[src/rtl/irq_cond_pkg.sv]
// Shared types and widths for the IRQ input conditioner.
// Debounce FSM enabled by defining IRQ_DEBOUNCE_EN.
package irq_cond_pkg;

  localparam int NUM_CH = 3;
  localparam int CNT_W  = 16;
  localparam int SCNT_W = 4;

  typedef enum logic [1:0] {
    ST_LOW  = 2'd0,
    ST_RISE = 2'd1,
    ST_HIGH = 2'd2,
    ST_FALL = 2'd3
  } deb_state_e;

  typedef struct packed {
    logic intsrc;
    logic drop;
    logic busy;
  } ch_stat_t;

endpackage

[src/rtl/irq_cond_channel.sv]
// One interrupt channel: 2-flop sync, edge qualification, pulse stretch, drop flag.
// IRQ_DEBOUNCE_EN selects the debounce FSM; otherwise a plain rising-edge detect.
module irq_cond_channel
  import irq_cond_pkg::*;
#(
  parameter int DEB_CYCLES = 16,
  parameter int PULSE_LEN  = 4
) (
  input  logic     clk,
  input  logic     rst,
  input  logic     irq_in,
  input  logic     drop_clr,
  output ch_stat_t stat
);

  // Out-of-range settings leave this marker block in the elaborated hierarchy.
  if (DEB_CYCLES < 2 || DEB_CYCLES > 65535) begin : g_illegal_deb_cycles
  end
  if (PULSE_LEN < 1 || PULSE_LEN > 15) begin : g_illegal_pulse_len
  end

  logic [1:0]        sync_pipe;
  logic              sync_q;
  logic              evt;
  logic              deb_busy;
  logic [SCNT_W-1:0] scnt;
  logic              intsrc_q;
  logic              drop_q;

  always_ff @(posedge clk) begin
    if (rst) sync_pipe <= '0;
    else     sync_pipe <= {sync_pipe[0], irq_in};
  end
  assign sync_q = sync_pipe[1];

`ifdef IRQ_DEBOUNCE_EN
  localparam logic [CNT_W-1:0] CNT_LAST = CNT_W'(DEB_CYCLES - 1);

  deb_state_e       state, state_nxt;
  logic [CNT_W-1:0] cnt, cnt_nxt;

  always_ff @(posedge clk) begin
    if (rst) begin
      state <= ST_LOW;
      cnt   <= '0;
    end else begin
      state <= state_nxt;
      cnt   <= cnt_nxt;
    end
  end

  // A bounce during RISE/FALL restarts from the previous stable level.
  always_comb begin
    state_nxt = state;
    cnt_nxt   = cnt;
    unique case (state)
      ST_LOW: if (sync_q) begin
        state_nxt = ST_RISE;
        cnt_nxt   = CNT_W'(1);
      end
      ST_RISE: begin
        if (!sync_q)               state_nxt = ST_LOW;
        else if (cnt == CNT_LAST)  state_nxt = ST_HIGH;
        else                       cnt_nxt   = cnt + 1'b1;
      end
      ST_HIGH: if (!sync_q) begin
        state_nxt = ST_FALL;
        cnt_nxt   = CNT_W'(1);
      end
      ST_FALL: begin
        if (sync_q)                state_nxt = ST_HIGH;
        else if (cnt == CNT_LAST)  state_nxt = ST_LOW;
        else                       cnt_nxt   = cnt + 1'b1;
      end
      default: state_nxt = ST_LOW;
    endcase
  end

  always_comb begin
    evt      = (state == ST_RISE) && sync_q && (cnt == CNT_LAST);
    deb_busy = (state == ST_RISE) || (state == ST_FALL);
  end
`else
  logic sync_prev;

  always_ff @(posedge clk) begin
    if (rst) sync_prev <= 1'b0;
    else     sync_prev <= sync_q;
  end

  assign evt      = sync_q & ~sync_prev;
  assign deb_busy = 1'b0;
`endif

  // Stretch is not retriggered; an event landing mid-pulse is recorded as dropped.
  always_ff @(posedge clk) begin
    if (rst) begin
      scnt     <= '0;
      intsrc_q <= 1'b0;
      drop_q   <= 1'b0;
    end else begin
      if (evt && scnt == '0) scnt <= SCNT_W'(PULSE_LEN);
      else if (scnt != '0)   scnt <= scnt - 1'b1;
      intsrc_q <= (scnt != '0);
      if (evt && scnt != '0) drop_q <= 1'b1;
      else if (drop_clr)     drop_q <= 1'b0;
    end
  end

  assign stat.intsrc = intsrc_q;
  assign stat.drop   = drop_q;
  assign stat.busy   = deb_busy;

endmodule

[src/rtl/irq_input_conditioner.sv]
// Three independent interrupt input conditioners feeding the CP0 samplers.
// Optional debounce FSM enabled by defining IRQ_DEBOUNCE_EN.
module irq_input_conditioner
  import irq_cond_pkg::*;
#(
  parameter int DEB_CYCLES = 16,
  parameter int PULSE_LEN  = 4
) (
  input  logic              clk,
  input  logic              rst,
  input  logic [NUM_CH-1:0] irq_in,
  input  logic [NUM_CH-1:0] drop_clr,
  output logic [NUM_CH-1:0] intsrc,
  output logic [NUM_CH-1:0] drop,
  output logic [NUM_CH-1:0] busy
);

  ch_stat_t stat [NUM_CH];

  for (genvar i = 0; i < NUM_CH; i++) begin : g_ch
    irq_cond_channel #(
      .DEB_CYCLES (DEB_CYCLES),
      .PULSE_LEN  (PULSE_LEN)
    ) u_ch (
      .clk      (clk),
      .rst      (rst),
      .irq_in   (irq_in[i]),
      .drop_clr (drop_clr[i]),
      .stat     (stat[i])
    );
    assign intsrc[i] = stat[i].intsrc;
    assign drop[i]   = stat[i].drop;
    assign busy[i]   = stat[i].busy;
  end

endmodule

[config.mk]
export PLATFORM = sky130hd
export DESIGN_NAME = irq_input_conditioner
export DESIGN_NICKNAME = d
export VERILOG_FILES = /design/src/rtl/irq_cond_pkg.sv /design/src/rtl/irq_cond_channel.sv /design/src/rtl/irq_input_conditioner.sv
export SDC_FILE = /design/constraint.sdc
export NUM_CORES = 1
export LEC_CHECK = 0
export ABC_AREA = 1
export CORE_MARGIN = 8
export CORE_UTILIZATION = 38
export CTS_CLUSTER_SIZE = 24
export DETAILED_ROUTE_END_ITERATION = 16
export PLACE_DENSITY_LB_ADDON = 0.3
export SYNTH_ARGS = -nofsm -noshare
export SYNTH_HDL_FRONTEND = slang
export SYNTH_SLANG_ARGS = --single-unit
[constraint.sdc]
create_clock -name clk -period 1.48 [get_ports clk]
set_input_delay 0.148 -clock clk [delete_from_list [all_inputs] [get_ports clk]]
set_output_delay 0.148 -clock clk [all_outputs]
set_load 0.02 [all_outputs]
==> flow_summary.rst, run 1 <==
.. list-table::
   :header-rows: 1

   * - Metric
     - Value
   * - Number of CTS-inserted buffers
     - 3
   * - First-pass iteration count of the detailed router
     - 4
   * - R2R Setup Slk
     - 0.36 ns
   * - Synth cell types
     - 16
   * - Leading cell types by total area after synthesis
     - sky130_fd_sc_hd__dfxtp_1, sky130_fd_sc_hd__nand2_1, sky130_fd_sc_hd__inv_1
   * - Congestion Overflow GR
     - 0
   * - Yosys warning count
     - 0
   * - Post-Route Hold Slack
     - around 0.33 ns
   * - Max Slew Vio Count
     - 0
   * - Max-cap violation count
     - 0
   * - Combined flip-flop and latch cell area
     - about 540 um2
   * - Y dimension of the die
     - roughly 72 um
   * - Total of buffers placed on input and output ports
     - 13
   * - Synth area leader
     - sky130_fd_sc_hd__dfxtp_1
   * - Nets@finish
     - between 150 and 200
   * - Sort of element at the end of the critical path
     - output pin
   * - Setup TNS
     - 0 ns
   * - Post-route clock skew
     - 0.00239 ns
   * - Routed WL
     - about 1.9 mm
   * - Standard cell area after detailed placement
     - 1320 um2
   * - Total I/O pin count
     - 17
   * - Core outline area
     - ~3000 um2
   * - Slowest library cell on the worst path
     - sky130_fd_sc_hd__clkdlybuf4s50_1
   * - Worst skew pair latency
     - ~0.31 ns
   * - Largest net degree at the start of global routing
     - 15
   * - Residual DRC count
     - 0
   * - Root Driver
     - sky130_fd_sc_hd__clkbuf_4
   * - Peak supply drop
     - roughly 0.76 mV
   * - Total area of multi-input combinational cells
     - 442 um2
   * - Leakage
     - between 0.7 and 0.8 nW
   * - Count of antenna diodes in the layout
     - 0
   * - Number of global-route vias before repair
     - between 800 and 900
   * - Total routing usage reported by global routing
     - between 7 and 8%
   * - Weighted congestion reported at the end of routability-driven placement
     - ~0.75
   * - Die Area
     - 5190 um2
   * - Crit path arrival time
     - 1.24 ns
   * - Number of antenna violations at the first check in global routing
     - 0
   * - Clock transition at the registers of the reported paths
     - approximately 0.13 ns
   * - Number of buffers on the longest clock path
     - 2
   * - Flops & latches, synth
     - 27
   * - Number of setup violations in the final report
     - 0
   * - Part of the Yosys area used for sequential elements
     - 45.3%
   * - Non-Filler Instances
     - 221
   * - DPL Wire Length
     - 1.50 mm
   * - Setup repair after global routing missed its margin
     - false
   * - Area share of the largest cell type after synthesis
     - a little under half
   * - Cell count after placement
     - between 200 and 250
   * - Instance count of the mapped netlist
     - ~170
   * - Antenna Violating Nets Remaining
     - 0
   * - Count of clock tree sinks
     - 27
   * - Drt initial violations
     - 23
   * - Period utilization
     - 93.9%
   * - Post-detailed-route wirelength per cell
     - 8.44 um
   * - Initial core utilization
     - 39.4%
   * - Clock tree from TritonCTS
     - done
   * - Row count
     - 20
   * - CP Data Required Time
     - around 1.3 ns
   * - Final Power
     - between 2 and 2.5 mW
   * - Filler cell count
     - ~320
   * - Synthesized area
     - 1190 um2
   * - Final Hold Violating Endpoints
     - 0
   * - Maximum frequency from static timing analysis
     - about 700 MHz
   * - Largest fanout of any net on the critical path
     - 1
   * - Post-layout minimum cycle time
     - 1.39 ns
   * - Ratio of cells with drive above 1 in the final layout
     - 9.60%
   * - Result of the run
     - finished clean
   * - Total buffers and inverters traversed by the critical path
     - 1
   * - Wire length of the first global-routing pass
     - approximately 3.2 mm
   * - Sequence of cells on the critical path
     - clkdlybuf4s50_1
   * - Vias post-DR
     - between 800 and 900
   * - CP Class
     - reg -> out
   * - Horizontal die dimension
     - a little over 70 um
   * - Mean cell area of the mapped netlist
     - 7.15 um2
   * - Total power density per cell area
     - ~1800 nW/um2
   * - Via density per instance
     - approximately 4.1
   * - Hold Crit Class
     - in -> reg
   * - Total number of H-tree levels
     - 1
   * - Syn-to-layout area delta
     - 13.5%
   * - Cell family with the largest share of critical-path delay
     - buffers and inverters
   * - Area of all placed cells without fillers
     - about 1400 um2
   * - Critical path startpoint category
     - flip-flop
   * - Worst path max stage delay
     - around 0.60 ns
-- final cells by class --
class | instances | share of cell area [%]
Timing Repair Buffer | 14 | 10.7
Tap cell | 44 | 4.06
Clock buffer | 4 | 1.94
Sequential cell | 27 | 39.9
Inverter | 39 | 10.8
Multi-Input combinational cell | 93 | 32.6
-- final timing paths --
path	cells after the start	start	end
setup / recovery	1	g_ch[1].u_ch.intsrc_q	intsrc[1]
hold / removal	3	irq_in[1]	g_ch[1].u_ch.sync_pipe[0]
hold reg to reg	2	g_ch[1].u_ch.sync_pipe[0]	g_ch[1].u_ch.sync_pipe[1]
setup reg to reg	7	g_ch[0].u_ch.scnt[0]	g_ch[0].u_ch.scnt[1]
-- synth_stat cells --
cell,number
sky130_fd_sc_hd__nor2_1,15
sky130_fd_sc_hd__nand3_1,9
sky130_fd_sc_hd__conb_1,1
sky130_fd_sc_hd__nand3b_1,3
sky130_fd_sc_hd__inv_2,1
sky130_fd_sc_hd__dfxtp_1,27
sky130_fd_sc_hd__buf_4,9
sky130_fd_sc_hd__a21oi_1,4
sky130_fd_sc_hd__nand4_1,2
sky130_fd_sc_hd__nand2_1,39
sky130_fd_sc_hd__o21ai_0,3
sky130_fd_sc_hd__inv_1,38
sky130_fd_sc_hd__nand2_2,9
sky130_fd_sc_hd__ha_1,3
sky130_fd_sc_hd__nor2_2,3
sky130_fd_sc_hd__buf_2,1
-- routing by layer --
metal	vias up	track usage [%]	part of all wire, %
li1	495	-	-
met1	383	7.85	46
met2	16	13.3	47
met3	2	3.86	6.3
met4	0	2.27	0.80
met5	-	0	0
-- layout by cell type (no fill, tap or decap) --
| cell type | count |
|---|---|
| sky130_fd_sc_hd__clkdlybuf4s50_1 | 10 |
| sky130_fd_sc_hd__nand3b_1 | 3 |
| sky130_fd_sc_hd__ha_1 | 3 |
| sky130_fd_sc_hd__nand4_1 | 2 |
| sky130_fd_sc_hd__nand2_2 | 9 |
| sky130_fd_sc_hd__clkbuf_1 | 1 |
| sky130_fd_sc_hd__clkbuf_4 | 3 |
| sky130_fd_sc_hd__dlymetal6s2s_1 | 3 |
| sky130_fd_sc_hd__inv_1 | 38 |
| sky130_fd_sc_hd__conb_1 | 3 |
| sky130_fd_sc_hd__nand2_1 | 39 |
| sky130_fd_sc_hd__nand3_1 | 9 |
| sky130_fd_sc_hd__nor2_1 | 15 |
| sky130_fd_sc_hd__nor2_2 | 3 |
| sky130_fd_sc_hd__inv_2 | 1 |
| sky130_fd_sc_hd__a21oi_1 | 4 |
| sky130_fd_sc_hd__dfxtp_1 | 27 |
| sky130_fd_sc_hd__buf_4 | 1 |
| sky130_fd_sc_hd__o21ai_0 | 3 |
-- timing repair --
item	CTS	global route
hold buffers	0	0
endpoints found under the setup margin	0	3
setup buffers	0	0
endpoints found under the hold margin	0	0
resized for setup	0	3
-- kinds of logic (layout without fill, tap and decap cells) --
logic type	count (synthesis)	after routing	share of synthesized area, %
simple gates	80	80	30.0
buf+inv	49	57	18.3
flops	27	27	45.3
compound gates	7	7	2.93
fa+ha+maj	3	3	3.14
other cells	1	3	0.314
-- registers in the layout, summed over array words and instances (netlist names) --
| name | flops |
|---|---|
| g_ch.u_ch.sync_pipe | 6 |
| g_ch.u_ch.scnt | 12 |
| g_ch.u_ch.drop_q | 3 |
| g_ch.u_ch.intsrc_q | 3 |
| g_ch.u_ch.sync_prev | 3 |
-- power breakdown --
group	total, mW	switching [mW]	leakage, nW	internal [mW]
Sequential	1.01	0.103	0.223	0.911
Clock	0.300	0.195	0.0150	0.105
Combinational	1.12	0.677	0.510	0.444
Total	2.44	0.976	0.748	1.46
-- stage by stage --
step,util (%),setup slack [ns]
2_1_floorplan,-,0.494
3_3_place_gp,43.6,0.368
3_5_place_dp,43.6,0.360
4_1_cts,44.5,0.0207
5_1_grt,44.8,0.0245
6_report,44.8,0.0907
Power figures use the tool's default switching activity.
==> run 2, diff against run 1 <==
Settings changed: TNS_END_PERCENT set to 5.
==> results of run 2 <==
Same layout as run 1: the final DEF is identical, and so are final timing and power.
==> run 3, diff against run 2 <==
Settings changed: CORE_MARGIN 8 to 2.
==> flow_summary.rst, run 3 (synthesized netlist as in run 1, its figures left out) <==
.. list-table::
   :header-rows: 1

   * - Metric
     - Value
   * - Post-detailed-route wirelength per cell
     - 8.47 um (was 8.44 um)
   * - Y dimension of the die
     - 60.0 um (was 72.0 um)
   * - Result of the run
     - finished clean (unchanged)
   * - Setup TNS
     - 0 ns (unchanged)
   * - Total number of H-tree levels
     - 1 (unchanged)
   * - Root Driver
     - sky130_fd_sc_hd__clkbuf_4 (unchanged)
   * - Count of clock tree sinks
     - 27 (unchanged)
   * - Largest fanout of any net on the critical path
     - 2 (was 1)
   * - Weighted congestion reported at the end of routability-driven placement
     - 0.789 (was 0.751)
   * - Row count
     - 20 (unchanged)
   * - Sequence of cells on the critical path
     - clkdlybuf4s50_1 (unchanged)
   * - Total routing usage reported by global routing
     - 12.1% (was 7.64%)
   * - Nets@finish
     - 189 (unchanged)
   * - Congestion Overflow GR
     - 0 (unchanged)
   * - Sort of element at the end of the critical path
     - output pin (unchanged)
   * - Total of buffers placed on input and output ports
     - 13 (unchanged)
   * - CP Data Required Time
     - 1.33 ns (about the same)
   * - Syn-to-layout area delta
     - 13.4% (was 13.5%)
   * - Number of CTS-inserted buffers
     - 3 (unchanged)
   * - Largest net degree at the start of global routing
     - 16 (was 15)
   * - Wire length of the first global-routing pass
     - 3.33 mm (was 3.16 mm)
   * - First-pass iteration count of the detailed router
     - 4 (unchanged)
   * - Number of buffers on the longest clock path
     - 2 (unchanged)
   * - Initial core utilization
     - 39.4% (unchanged)
   * - Worst hold path cell count
     - 3 (unchanged)
   * - Setup Buffers After CTS
     - 0 (unchanged)
   * - Number of setup violations in the final report
     - 0 (unchanged)
   * - Leakage
     - 0.732 nW (was 0.748 nW)
   * - Peak supply drop
     - 0.584 mV (was 0.762 mV)
   * - Max reg flops
     - 12 (unchanged)
   * - DPL Wire Length
     - 1.46 mm (was 1.50 mm)
   * - Total stage count of the critical path
     - 1 (unchanged)
   * - Number of global-route vias before repair
     - 901 (was 834)
   * - Number of gates given a new drive strength after cts
     - 0 (unchanged)
   * - Post-layout minimum cycle time
     - 1.42 ns (was 1.39 ns)
   * - Worst skew pair latency
     - 0.32 ns (was 0.31 ns)
   * - Cell count after placement
     - 217 (unchanged)
   * - Clock tree from TritonCTS
     - done (unchanged)
   * - Total buffers and inverters traversed by the critical path
     - 1 (unchanged)
   * - Crit path arrival time
     - 1.28 ns (was 1.24 ns)
   * - Non-Filler Instances
     - 221 (unchanged)
   * - Most common cell after layout, fill and taps aside
     - sky130_fd_sc_hd__nand2_1 (unchanged)
   * - Via density per instance
     - 4.28 (was 4.05)
   * - Ratio of cells with drive above 1 in the final layout
     - 10.2% (was 9.60%)
   * - Number of buffers inserted by hold repair at cts
     - 0 (unchanged)
   * - Period utilization
     - 96.3% (was 93.9%)
   * - Number of antenna violations at the first check in global routing
     - 0 (unchanged)
   * - Core outline area
     - 3030 um2 (unchanged)
   * - Worst path max stage delay
     - 0.61 ns (was 0.60 ns)
   * - Antenna Violating Nets Remaining
     - 0 (unchanged)
   * - Max Slew Vio Count
     - 0 (unchanged)
   * - Critical path startpoint category
     - flip-flop (unchanged)
   * - Routed WL
     - 1.87 mm (about the same)
   * - Drt initial violations
     - 53 (was 23)
   * - Total I/O pin count
     - 17 (unchanged)
   * - Post-Route Hold Slack
     - 0.319 ns (was 0.331 ns)
   * - Register with the most flip-flops
     - g_ch.u_ch.scnt (unchanged)
   * - Cell family with the largest share of critical-path delay
     - buffers and inverters (unchanged)
   * - Worst Reg2Reg Path Length in Cells
     - 7 (unchanged)
   * - Hold Crit Class
     - in -> reg (unchanged)
   * - Final core utilization
     - 44.7% (was 44.8%)
   * - Horizontal die dimension
     - 60.0 um (was 72.0 um)
   * - Vias post-DR
     - 946 (was 896)
   * - Largest registers
     - g_ch.u_ch.scnt (12), g_ch.u_ch.sync_pipe (6) (unchanged)
   * - Residual DRC count
     - 0 (unchanged)
   * - Setup repair after global routing missed its margin
     - false (unchanged)
   * - Clock transition at the registers of the reported paths
     - 0.14 ns (was 0.13 ns)
   * - Filler cell count
     - 333 (was 319)
   * - Final Power
     - 2.47 mW (was 2.44 mW)
   * - Die Area
     - 3610 um2 (was 5190 um2)
   * - Total power density per cell area
     - 1820 nW/um2 (was 1800 nW/um2)
   * - Post-route clock skew
     - 0.0125 ns (was 0.00239 ns)
   * - Final Hold Violating Endpoints
     - 0 (unchanged)
   * - CP Class
     - reg -> out (unchanged)
   * - Max-cap violation count
     - 0 (unchanged)
   * - Slowest library cell on the worst path
     - sky130_fd_sc_hd__clkdlybuf4s50_1 (unchanged)
   * - Count of antenna diodes in the layout
     - 0 (unchanged)
   * - Leading cell types in the layout, fill and taps excluded
     - sky130_fd_sc_hd__nand2_1, sky130_fd_sc_hd__inv_1, sky130_fd_sc_hd__dfxtp_1, sky130_fd_sc_hd__nor2_1, sky130_fd_sc_hd__clkdlybuf4s50_1 (unchanged)
   * - Maximum frequency from static timing analysis
     - 702 MHz (was 720 MHz)
## run 3: changes by cell type in the layout (fill, tap and decap cells not counted), sizes merged
cell           before  now
clkinv              0    1
clkbuf              4    3
clkdlybuf4s50      10   11
dlymetal6s2s        3    2
## run 3: power by group
part           total [mW]  switching, mW  leakage, nW  internal (mW)
registers            1.02          0.105        0.223          0.911
logic                1.14          0.696        0.492          0.446
clock network       0.308          0.207       0.0177          0.101
total                2.47           1.01        0.732           1.46
## run 3: metrics by stage
step           setup slack [ns]  cell area, um2
6_report                 0.0555            1350
3_3_place_gp              0.372            1320
3_5_place_dp              0.350            1320
5_1_grt                 0.00993            1350
2_1_floorplan             0.494            1200
4_1_cts                  0.0244            1350
## run 3: cell type report
type	instances	area, um2	share of cell area, %
flip-flops and latches	27	541	39.9
multi-input cells	93	442	32.6
inverters	39	146	10.8
repair buffers	14	143	10.5
well taps	44	55.1	4.07
clock buffers	3	22.5	1.66
clock inverters	1	5.00	0.370
## run 3: path summary, 6_finish.rpt
kind	startpoint	to	slack, ns
max	g_ch[0].u_ch.drop_q	drop[0]	0.06
min	irq_in[2]	g_ch[2].u_ch.sync_pipe[0]	0.32
max reg2reg	g_ch[2].u_ch.scnt[0]	g_ch[2].u_ch.scnt[0]	0.34
min reg2reg	g_ch[1].u_ch.sync_pipe[0]	g_ch[1].u_ch.sync_pipe[1]	0.41
## run 3: worst register-to-register path: stages (launching register included)
cell and delay [ns]:
sky130_fd_sc_hd__dfxtp_1 0.34, sky130_fd_sc_hd__inv_1 0.11, sky130_fd_sc_hd__ha_1 0.25, sky130_fd_sc_hd__nand2_2 0.10, sky130_fd_sc_hd__nand2_2 0.11, sky130_fd_sc_hd__nand2_2 0.07
sky130_fd_sc_hd__nand2_1 0.06, sky130_fd_sc_hd__inv_1 0.04
## run 3: layer usage
| layer | GRT usage (%) | part of all wire [%] | vias to the layer above | wire length (um) |
|---|---|---|---|---|
| met5 | 0 | 0 | - | 0 |
| met4 | 4.76 | 1.7 | 0 | 31 |
| met3 | 1.95 | 3.3 | 5 | 62 |
| met2 | 23.0 | 51 | 23 | 953 |
| met1 | 13.0 | 44 | 422 | 824 |
| li1 | - | - | 496 | - |
==> RTL edit: new RTL, flow settings as in run 1 <==
`SCNT_W`: 4 -> 5.
--- a/src/rtl/irq_cond_pkg.sv
+++ b/src/rtl/irq_cond_pkg.sv
@@ -4,7 +4,7 @@
 
   localparam int NUM_CH = 3;
   localparam int CNT_W  = 16;
-  localparam int SCNT_W = 4;
+  localparam int SCNT_W = 5;
 
   typedef enum logic [1:0] {
     ST_LOW  = 2'd0,
Formal check against the unedited RTL: no difference found for any inputs over 10 cycles, from zero or initial values and one cycle with rst high; that may be too few to reach the edited logic, so the function may still have changed.
==> RTL edit against run 1 <==
- cell area increased by 12%
- count of clock-buffer cells in the layout grew 2
- clock skew is 0.0062 ns higher
- synthesized area grew 11%
- largest cell class unchanged
- sequential cell count grew 3
- setup slack lost 0.026 ns
- routed wire length is 21% higher
- cell count increased by 3.2%
- critical endpoint is now drop[2]
- total power up 17%
==> RTL edit: results (changes against run 1) <==
clk-insertion-delay-late_ns: 0.33  # was 0.31 ns
worstPathArrival_ns: 1.27  # was 1.24 ns
wl_met1_um: 1030  # was 856 um
postPlaceCellArea_um2: 1450  # was 1320 um2
r2r-end: "g_ch[2].u_ch.scnt[0]$_SDFFE_PP0P_"  # was g_ch[0].u_ch.scnt[1]$_SDFFE_PP0P_
fillers: 351  # was 319
syn_area_per_cell_um2: 7.87  # was 7.15 um2
grt_pass1_wl_um: 4020  # was 3160 um
htreeDepth: 2  # was 1
reg_top3: "g_ch.u_ch.scnt (15), g_ch.u_ch.sync_pipe (6)"  # was g_ch.u_ch.scnt (12), g_ch.u_ch.sync_pipe (6)
r2r_start: "g_ch[2].u_ch.scnt[0]$_SDFFE_PP0P_"  # was g_ch[0].u_ch.scnt[0]$_SDFFE_PP0P_
fin_nets: 193  # was 189
numCtsBuffers: 5  # was 3
drt_iter0_drc: 32  # was 23
p_per_area_nw_per_um2: 1870  # was 1800 nW/um2
p_leak_nw: 0.771  # was 0.748 nW
status: "finished clean"  # unchanged
synth_xor_xnor_area_share: 0.0265  # was 0
wl_met2_um: 1070  # was 875 um
hpwl_um: 1700  # was 1500 um
regToRegSetupSlack_ns: 0.22  # was 0.36 ns
synth_compound_area_frac: 0.0284  # was 0.0294
place_ws_ns: 0.254  # was 0.360 ns
synth_cell_types: 20  # was 16
grt_pass1_vias: 950  # was 834
synth.top_cells.by_count: "30 x dfxtp_1, 29 x inv_1, 27 x nand2_1"  # was 39 x nand2_1, 38 x inv_1, 27 x dfxtp_1
drive_gt1_frac: 0.181  # was 0.0960
path_max_fanout: 2  # was 1
gp_congestion: 0.842  # was 0.751
wl_met3_um: 95  # was 118 um
synth_area_leaders: "dfxtp_1 45%, inv_1 8.2%, nand2_1 7.7%"  # was dfxtp_1 45%, nand2_1 12%, inv_1 12%
## RTL edit: cell count changes after synthesis, sizes merged, moves of 3 or more
cell,before,now
o21ai,3,0
xor2,0,4
inv,39,33
nor2,18,26
dfxtp,27,30
nand2,48,35
## RTL edit: kinds of logic (layout without fill, tap and decap cells)
family,after synthesis,count (layout)
buf+inv,43,55
other cells,1,3
fa+ha+maj,4,4
compound gates,6,6
xor+xnor,4,4
simple gates,80,80
flops,30,30
## RTL edit: power by group
group / leakage [nW] / internal, mW / switching [mW]
combinational: 0.489 / 0.488 / 0.726
sequential: 0.247 / 0.989 / 0.114
clock: 0.0343 / 0.228 / 0.295
## RTL edit: per-stage QoR
step / cells / hold slack, ns
4_1_cts: 228 / 0.299
3_5_place_dp: 220 / 0.393
6_report: 228 / 0.316
2_1_floorplan: 170 / 0.210
5_1_grt: 228 / 0.300
3_3_place_gp: 220 / 0.392
## RTL edit: layout make-up
type / count / share of cell area
Multi-Input combinational cell: 97 / 0.350
Sequential cell: 30 / 0.395
Clock inverter: 2 / 0.00822
Timing Repair Buffer: 14 / 0.0938
Clock buffer: 6 / 0.0337
Tap cell: 46 / 0.0378
Inverter: 33 / 0.0814
## RTL edit: how the worst max path moves through the flow
stage | startpoint | endpoint | slack [ns] | cells after the start
floorplan | g_ch[2].u_ch.scnt[0]$_SDFFE_PP0P_ | g_ch[2].u_ch.scnt[0]$_SDFFE_PP0P_ | 0.39 | 7
global placement | g_ch[2].u_ch.scnt[0]$_SDFFE_PP0P_ | g_ch[2].u_ch.scnt[1]$_SDFFE_PP0P_ | 0.29 | 7
detailed placement | g_ch[2].u_ch.scnt[0]$_SDFFE_PP0P_ | g_ch[2].u_ch.scnt[0]$_SDFFE_PP0P_ | 0.25 | 7
CTS | g_ch[1].u_ch.drop_q$_SDFFE_PP0P_ | drop[1] | 0.02 | 1
global route | g_ch[1].u_ch.intsrc_q$_SDFF_PP0_ | intsrc[1] | 0.01 | 1
finish | g_ch[2].u_ch.drop_q$_SDFFE_PP0P_ | drop[2] | 0.06 | 1
## RTL edit: routing by layer
metal,vias up,global-route usage
met5,-,0
met3,8,0.0293
met4,0,0.0783
met2,15,0.153
li1,520,-
met1,431,0.0996
